[config.mk]
export PLATFORM = sky130hd
export DESIGN_NAME = load_store_unit
export DESIGN_NICKNAME = d
export VERILOG_FILES = /design/src/rtl/load_store_unit.sv
export SDC_FILE = /design/constraint.sdc
export NUM_CORES = 1
export LEC_CHECK = 0
export BUFFER_PORTS_ARGS = -buffer_cell sky130_fd_sc_hd__clkbuf_2
export CORE_ASPECT_RATIO = 0.8
export CORE_MARGIN = 2
export CORE_UTILIZATION = 40
export CTS_CLUSTER_DIAMETER = 150
export DETAILED_ROUTE_END_ITERATION = 10
export MAX_ROUTING_LAYER = met4
export PLACE_DENSITY = 0.75
export SETUP_SLACK_MARGIN = 0.02
export SYNTH_ARGS = -nofsm -noshare
export SYNTH_HDL_FRONTEND = slang
export SYNTH_SLANG_ARGS = --single-unit
[constraint.sdc]
create_clock -name clk -period 5.3 [get_ports clk]
set_input_delay 0.795 -clock clk [delete_from_list [all_inputs] [get_ports clk]]
set_output_delay 0.795 -clock clk [all_outputs]
set_load 0.1 [all_outputs]
[src/rtl/load_store_unit.sv]
// RV32I data-memory stage: one load/store at a time over a req/gnt/rvalid bus,
// with store lane steering, load alignment/extension and a bus timeout.
module load_store_unit #(
    parameter int unsigned TIMEOUT = 255
) (
    input  logic        clk,
    input  logic        reset,
    input  logic        req_valid,
    output logic        req_ready,
    input  logic        is_store,
    input  logic [2:0]  funct3,
    input  logic [31:0] addr,
    input  logic [31:0] store_data,
    input  logic [4:0]  rd_in,
    output logic        busy,
    output logic        mem_req,
    output logic        mem_we,
    output logic [31:0] mem_addr,
    output logic [3:0]  mem_wstrb,
    output logic [31:0] mem_wdata,
    input  logic        mem_gnt,
    input  logic        mem_rvalid,
    input  logic [31:0] mem_rdata,
    output logic [4:0]  rd,
    output logic [31:0] write_data,
    output logic        reg_write,
    output logic        done,
    output logic        misalign,
    output logic        bus_err
);

    localparam int unsigned CntW = (TIMEOUT > 1) ? $clog2(TIMEOUT) : 1;
    localparam logic [CntW-1:0] CntLast = CntW'(TIMEOUT - 1);

    typedef enum logic [2:0] {StIdle, StReq, StResp, StWb, StFault} state_e;

    state_e          state_q, state_d;
    logic [CntW-1:0] cnt_q, cnt_d;
    logic            bus_err_q, bus_err_d;

    logic            is_store_q;
    logic [2:0]      funct3_q;
    logic [31:0]     addr_q;
    logic [31:0]     wdata_q;
    logic [3:0]      wstrb_q;
    logic [4:0]      rd_q;
    logic [31:0]     rdata_q;

    logic            accept;
    logic            illegal;
    logic            misaligned;
    logic            timeout_hit;
    logic [3:0]      wstrb_new;
    logic [31:0]     wdata_new;
    logic [7:0]      lane_byte;
    logic [15:0]     lane_half;
    logic [31:0]     load_fmt;

    assign accept      = req_valid && (state_q == StIdle);
    assign timeout_hit = (TIMEOUT != 0) && (cnt_q == CntLast);

    // Loads allow 000,001,010,100,101; stores allow only 000,001,010.
    always_comb begin
        if (is_store) begin
            illegal = funct3[2] || (funct3[1:0] == 2'b11);
        end else begin
            illegal = (funct3[1:0] == 2'b11) || (funct3[2:1] == 2'b11);
        end
        case (funct3[1:0])
            2'b01:   misaligned = addr[0];
            2'b10:   misaligned = (addr[1:0] != 2'b00);
            default: misaligned = 1'b0;
        endcase
    end

    always_comb begin
        wstrb_new = 4'b1111;
        wdata_new = store_data;
        case (funct3[1:0])
            2'b00: begin
                wstrb_new = 4'b0001 << addr[1:0];
                wdata_new = {4{store_data[7:0]}};
            end
            2'b01: begin
                wstrb_new = addr[1] ? 4'b1100 : 4'b0011;
                wdata_new = {2{store_data[15:0]}};
            end
            default: ;
        endcase
    end

    always_comb begin
        case (addr_q[1:0])
            2'b00:   lane_byte = mem_rdata[7:0];
            2'b01:   lane_byte = mem_rdata[15:8];
            2'b10:   lane_byte = mem_rdata[23:16];
            default: lane_byte = mem_rdata[31:24];
        endcase
        lane_half = addr_q[1] ? mem_rdata[31:16] : mem_rdata[15:0];
        case (funct3_q)
            3'b000:  load_fmt = {{24{lane_byte[7]}}, lane_byte};
            3'b100:  load_fmt = {24'h0, lane_byte};
            3'b001:  load_fmt = {{16{lane_half[15]}}, lane_half};
            3'b101:  load_fmt = {16'h0, lane_half};
            default: load_fmt = mem_rdata;
        endcase
    end

    // A handshake arriving in the last allowed cycle wins over the timeout.
    always_comb begin
        state_d   = state_q;
        cnt_d     = cnt_q;
        bus_err_d = 1'b0;
        case (state_q)
            StIdle: begin
                if (accept) begin
                    state_d = (illegal || misaligned) ? StFault : StReq;
                    cnt_d   = '0;
                end
            end
            StReq: begin
                if (mem_gnt) begin
                    state_d = is_store_q ? StWb : StResp;
                    cnt_d   = '0;
                end else if (timeout_hit) begin
                    state_d   = StIdle;
                    bus_err_d = 1'b1;
                end else begin
                    cnt_d = cnt_q + 1'b1;
                end
            end
            StResp: begin
                if (mem_rvalid) begin
                    state_d = StWb;
                end else if (timeout_hit) begin
                    state_d   = StIdle;
                    bus_err_d = 1'b1;
                end else begin
                    cnt_d = cnt_q + 1'b1;
                end
            end
            StWb:    state_d = StIdle;
            StFault: state_d = StIdle;
            default: state_d = StIdle;
        endcase
    end

    always_ff @(posedge clk or posedge reset) begin
        if (reset) begin
            state_q   <= StIdle;
            cnt_q     <= '0;
            bus_err_q <= 1'b0;
        end else begin
            state_q   <= state_d;
            cnt_q     <= cnt_d;
            bus_err_q <= bus_err_d;
        end
    end

    always_ff @(posedge clk or posedge reset) begin
        if (reset) begin
            is_store_q <= 1'b0;
            funct3_q   <= 3'b000;
            addr_q     <= '0;
            wdata_q    <= '0;
            wstrb_q    <= 4'b0000;
            rd_q       <= 5'd0;
            rdata_q    <= '0;
        end else begin
            if (accept) begin
                is_store_q <= is_store;
                funct3_q   <= funct3;
                addr_q     <= addr;
                rd_q       <= rd_in;
                wstrb_q    <= is_store ? wstrb_new : 4'b0000;
                wdata_q    <= is_store ? wdata_new : 32'h0;
            end
            if ((state_q == StResp) && mem_rvalid) begin
                rdata_q <= load_fmt;
            end
        end
    end

    assign req_ready  = (state_q == StIdle);
    assign busy       = (state_q != StIdle);
    assign mem_req    = (state_q == StReq);
    assign mem_we     = is_store_q;
    assign mem_addr   = {addr_q[31:2], 2'b00};
    assign mem_wstrb  = wstrb_q;
    assign mem_wdata  = wdata_q;
    assign rd         = rd_q;
    assign write_data = rdata_q;
    assign done       = (state_q == StWb);
    assign reg_write  = (state_q == StWb) && !is_store_q && (rd_q != 5'd0);
    assign misalign   = (state_q == StFault);
    assign bus_err    = bus_err_q;

endmodule

==> metrics.txt, run 1 <==
Distinct cells, synth=52; worst-path maximum fanout=11; HP Class=reg2reg; sequential cell area=0.003028 mm²; hold buffer count at cts=0; Die ar.=0.01615 mm²; Tmin final=2.750 ns; row cnt=40; Syn Inst Count=622; Clock transition at path regs=0.05 ns; CP Cell Sequence=or2_2 -> nor2_1 -> clkbuf_2; Synth top area share=50.00%; Post-Route WL=16,150 µm; Final GP Congestion=0.8337; Mapped Avg Cell Area=9.736 µm²; post-synthesis async set-or-reset flop share=100.0%; RSZ-0062 raised after global routing=no; routed vias=5,107; Post-CTS Setup Bufs=0; relative slew slack=25.84%; initial cell density of the core=40.60%; Clock Tree Buf Depth=2; core area=0.01491 mm²; EDFF count, synth=0; Inserted Diodes=0; Final setup viols=0; setup tns final=0 ns; initial antenna violation count=0; Critical Path Stages=3; DR WL/cell=16.26 µm; sequential area share after synthesis=50.00%; post-DP HPWL=11,410 µm; clock sinks=121; Layout Nets=911; WHS Path Cells=2; via density per instance=5.143; Arr. time, crit path=1.96 ns; CTS-repair resized insts=0; GRT overflow=0; Residual DRC=0; FMAX=363.6 MHz; CTS H-tree depth=4; clock skew after layout=0.009255 ns; slowest stage cell, crit path=dfrtp_1; Final Cycle Share=51.89%; Die X=141.6 µm; family with the most delay on the worst path=flip-flops; CTS Root Cell=clkbuf_16; ys flop type=dfrtp_1; Multi-input gate area=0.002527 mm²; Crit path required time=4.51 ns; Final ANT Viol Nets=0; WS Path Type=reg2out; first-pass GRT wire length=25,920 µm; Buf/Inv on CP=1; Worst-Margin Slew=1.108 ns; die extent in y=114.1 µm; leading area contributor after synthesis=dfrtp_1; CP startpoint kind=flip-flop; Area Growth Syn to Fin=24.86%; vias in the first global route=4,944; slowest stage delay, CP=0.54 ns; GRT Resource Usage Total=21.25%; share of layout cells above drive strength 1=37.94%; Worst-Skew Late Latency=0.41 ns; status=completed; YS warnings=0; First-pass DRT Iterations=5; TritonCTS clock tree=yes; port buffer count=220; #FFs+latches synth=121; R2R depth=4; largest net degree at the start of global routing=84; Ports=223; mapped cell area=0.006056 mm²; fill count=1,384; max-cap viol count=0; Hold Violations, Final=0; DRT iter0 DRCs=370; CP Capture Type=output port; cts bufs inserted=17; top post-synthesis cells by area=dfrtp_1 50%, mux2_2 7.8%, nand2_1 5.9%; Slew Viols, Final=0
kinds of logic (layout without fill, tap and decap cells):
kind of cell | count (synthesis) | after routing | share of synthesized area [%]
AOI/OAI and AO/OA | 154 | 154 | 15.99
adders and majority gates | 6 | 6 | 1.240
buffers and inverters | 93 | 274 | 8.492
DFF | 121 | 121 | 50.00
muxes | 48 | 48 | 9.008
other | 1 | 2 | 0.06192
and+or+nand+nor | 199 | 199 | 15.21
layout make-up:
cell class                      instances  area share [%]
Timing Repair Buffer                  226           15.16
Sequential cell                       121           40.05
Multi-Input combinational cell        409           33.43
Clock buffer                           25           6.685
Tap cell                              189           3.128
Inverter                               20           1.026
Clock inverter                          3          0.5295
state kept, by name, indices dropped and copies added (netlist names):
| name | count |
|---|---|
| state_q | 3 |
| mem_wstrb | 4 |
| mem_we | 1 |
| write_data | 32 |
| funct3_q | 3 |
| mem_wdata | 32 |
| cnt_q | 8 |
| rd | 5 |
| bus_err | 1 |
| addr_q | 32 |
worst min-delay path, stage by stage (launching register included):
cell and delay, ns:
dfrtp_1 0.34, nand2_1 0.05, o21ai_0 0.06
placed cells by master (no fill, tap or decap), types with 7 or more instances in the layout:
| master | n |
|---|---|
| a21oi_1 | 56 |
| a22o_1 | 18 |
| clkbuf_16 | 17 |
| clkbuf_2 | 220 |
| dfrtp_1 | 121 |
| inv_1 | 19 |
| mux2_2 | 42 |
| nand2_1 | 95 |
| nand2b_1 | 7 |
| nand3_1 | 38 |
| nor2_1 | 29 |
| o21ai_0 | 43 |
| o31ai_1 | 16 |
routing by layer:
metal | vias up | part of all wire, % | global-route usage, %
met5 | - | 0 | -
met4 | 0 | 1.1 | 6.000
met3 | 10 | 7.8 | 6.692
met2 | 218 | 44 | 30.42
met1 | 2400 | 47 | 29.17
li1 | 2479 | - | -
through the flow:
stage | setup slack (ns) | cells | instance area [µm²] | hold slack, ns | util (%)
4_1_cts | 2.532 | 993 | 7561 | 0.4824 | 50.70
3_3_place_gp | 2.362 | 965 | 7015 | 0.4619 | 47.04
6_report | 2.550 | 993 | 7561 | 0.4782 | 50.70
5_1_grt | 2.439 | 993 | 7561 | 0.5035 | 50.70
2_1_floorplan | 0.4814 | 623 | 6060 | 0.4807 | -
3_5_place_dp | 2.317 | 965 | 7015 | 0.4706 | 47.04
synthesized netlist by cell type, types with 3 or more instances:
library cell	n
nor2b_1	3
nand2b_1	7
o21ai_0	43
buf_4	34
nand3_1	38
o31ai_1	16
or3_1	4
a21o_1	4
dfrtp_1	121
a21oi_1	56
mux2_2	42
nor3_1	4
nand2_1	95
buf_2	18
clkbuf_1	18
and3_1	3
inv_1	20
a22o_1	18
ha_1	6
nor2_1	29
mux2i_1	5
a31oi_1	3
path summary, 6_finish.rpt:
check	start	to	slack, ns
worst min register to register	write_data[4]	write_data[4]	0.48
worst min-delay path	write_data[4]	write_data[4]	0.48
min in group asynchronous	reset	rd[2]	0.62
worst max-delay path	state_q[1]	mem_req	2.55
worst max register to register	state_q[1]	addr_q[13]	2.88
max in group asynchronous	reset	write_data[17]	3.54
Power of run 1 is not shown: default switching activity piles up to over one toggle a cycle in this logic, so the estimate is an artifact.
==> run 2: changes to the inputs <==
PLACE_DENSITY = 0.77   (was 0.75)
clock period = 2.3 ns   (was 5.3 ns; I/O delays follow)
==> run 2 against run 1 <==
Net effect: worst setup slack lost 2.4 ns; register-to-register slack got worse by 2.4 ns; die area is the same; core utilization increased by 0.67 points.
==> metrics.txt, run 2 (synthesis gave the netlist of run 1 again) <==
status=completed (unchanged); largest net degree at the start of global routing=122 (was 84); initial cell density of the core=40.60% (unchanged); Ports=223 (unchanged); HP Class=in2async (was reg2reg); first-pass GRT wire length=24,910 µm (was 25,920 µm); core area=0.01491 mm² (unchanged); Residual DRC=0 (unchanged); fill count=1,378 (was 1,384); Util after Layout=51.37% (was 50.70%); Die X=141.6 µm (unchanged); Inserted Diodes=0 (unchanged); Layout Nets=918 (was 911); DR WL/cell=15.89 µm (was 16.26 µm); Placement Cell Area=0.007121 mm² (was 0.007015 mm²); share of layout cells above drive strength 1=39.31% (was 37.94%); CP startpoint kind=flip-flop (unchanged); TritonCTS clock tree=yes (unchanged); First-pass DRT Iterations=5 (unchanged); Final setup viols=0 (unchanged); Final ANT Viol Nets=0 (unchanged); family with the most delay on the worst path=simple AND/OR/NAND/NOR gates (was flip-flops); CP Cell Sequence=or4_1 -> nor2_1 -> nor4_2 -> clkbuf_4 (was or2_2 -> nor2_1 -> clkbuf_2); Final Cycle Share=92.88%; clock skew after layout=0.008507 ns (was 0.009255 ns); CTS Root Cell=clkbuf_16 (unchanged); relative slew slack=57.77% (was 25.84%); post-DP HPWL=11,390 µm (was 11,410 µm); Hold Violations, Final=0 (unchanged); FMAX=468.1 MHz; Final GP Congestion=0.8844 (was 0.8337); slowest stage cell, crit path=or4_1 (was dfrtp_1); Buf/Inv on CP=1 (unchanged); Arr. time, crit path=1.79 ns (was 1.96 ns); vias in the first global route=4,807 (was 4,944); Non-Filler Instances=1,003 (was 993); slowest stage delay, CP=0.51 ns (was 0.54 ns); routed vias=5,122 (was 5,107); initial antenna violation count=0 (unchanged); design area=0.007661 mm² (was 0.007561 mm²); max-cap viol count=0 (unchanged); clock sinks=121 (unchanged); CTS H-tree depth=4 (unchanged); Tmin final=2.136 ns; Area Growth Syn to Fin=26.51% (was 24.86%); Clock Tree Buf Depth=2 (unchanged); WS Path Type=reg2out (unchanged); Crit path required time=1.96 ns (was 4.51 ns); RSZ-0062 raised after global routing=no (unchanged); port buffer count=220 (unchanged); hold buffer count at cts=0 (unchanged); Slew Viols, Final=0 (unchanged); commonest non-fill, non-tap cell in the layout=clkbuf_2 (unchanged); Worst-Margin Slew=0.6335 ns (was 1.108 ns); via density per instance=5.107 (was 5.143); Clock transition at path regs=0.06 ns (was 0.05 ns); die extent in y=114.1 µm (unchanged); GRT Resource Usage Total=20.35% (was 21.25%); Worst-Skew Late Latency=0.40 ns (was 0.41 ns); worst-path maximum fanout=3 (was 11); GRT overflow=0 (unchanged); cell count after placement=972 (was 965); commonest cells after routing, fill and taps aside=218 x clkbuf_2, 120 x dfrtp_1, 95 x nand2_1, 56 x a21oi_1, 43 x o21ai_0 (was 220 x clkbuf_2, 121 x dfrtp_1, 95 x nand2_1, 56 x a21oi_1, 43 x o21ai_0); Post-Route WL=15,940 µm (was 16,150 µm); cts bufs inserted=17 (unchanged); Die ar.=0.01615 mm² (unchanged); DRT iter0 DRCs=344 (was 370); CP Capture Type=output port (unchanged); row cnt=40 (unchanged)
## run 2: changes by cell type in the layout (fill, tap and decap cells not counted), moves of 2 or more
cell        change
buf_12          +3
buf_4           +4
clkbuf_2        -2
clkbuf_4        +2
clkinv_2        +4
clkinvlp_4      +2
## run 2: cell type report
cell class / instances / area [µm²] / share of cell area, %
well taps: 189 / 236.5 / 3.087
clock inverters: 8 / 46.29 / 0.6043
clock buffers: 23 / 488.0 / 6.369
inverters: 20 / 78.83 / 1.029
flip-flops and latches: 121 / 3029 / 39.54
multi-input cells: 409 / 2541 / 33.17
repair buffers: 233 / 1241 / 16.20
## run 2: stage by stage
step | TNS, ns | setup WS, ns | hold slack, ns
5_1_grt | 0 | 0.02677 | 0.1466
4_1_cts | 0 | 0.1298 | 0.1527
2_1_floorplan | -1.021 | -0.8914 | 0.4807
3_3_place_gp | 0 | 0.3407 | 0.4592
3_5_place_dp | 0 | 0.2748 | 0.4650
6_report | 0 | 0.1639 | 0.1483
## run 2: worst paths after layout
path	startpoint	endpoint	slack [ns]	cells past startpoint
max	rd[1]	reg_write	0.16	4
min	reset	cnt_q[5]	0.15	3
max reg2reg	state_q[2]	write_data[7]	0.52	4
min reg2reg	mem_wdata[27]	mem_wdata[27]	0.47	2
max in group asynchronous	reset	state_q[1]	1.69	3
min in group clk	addr[14]	addr_q[14]	0.17	2
## run 2: what timing repair did
item / in CTS / in global routing
resized for setup: 2 / 1
buffers inserted: 0 / 0
setup endpoints to repair: 2 / 1
## run 2: per-layer routing
layer | vias up | GRT usage (%) | wire length, µm
li1 | 2496 | - | -
met1 | 2383 | 27.72 | 7263
met2 | 229 | 29.87 | 7192
met3 | 14 | 6.357 | 1313
met4 | 0 | 4.867 | 173
met5 | - | - | 0
## run 2: worst register-to-register path, delay by kind of cell, from the launching register on
kind	cells	cell delay [ns]
buf+inv	1	0.28
flops	1	0.54
compound gates	2	0.45
simple gates	1	0.42
Power of run 2 is left out for the same reason.
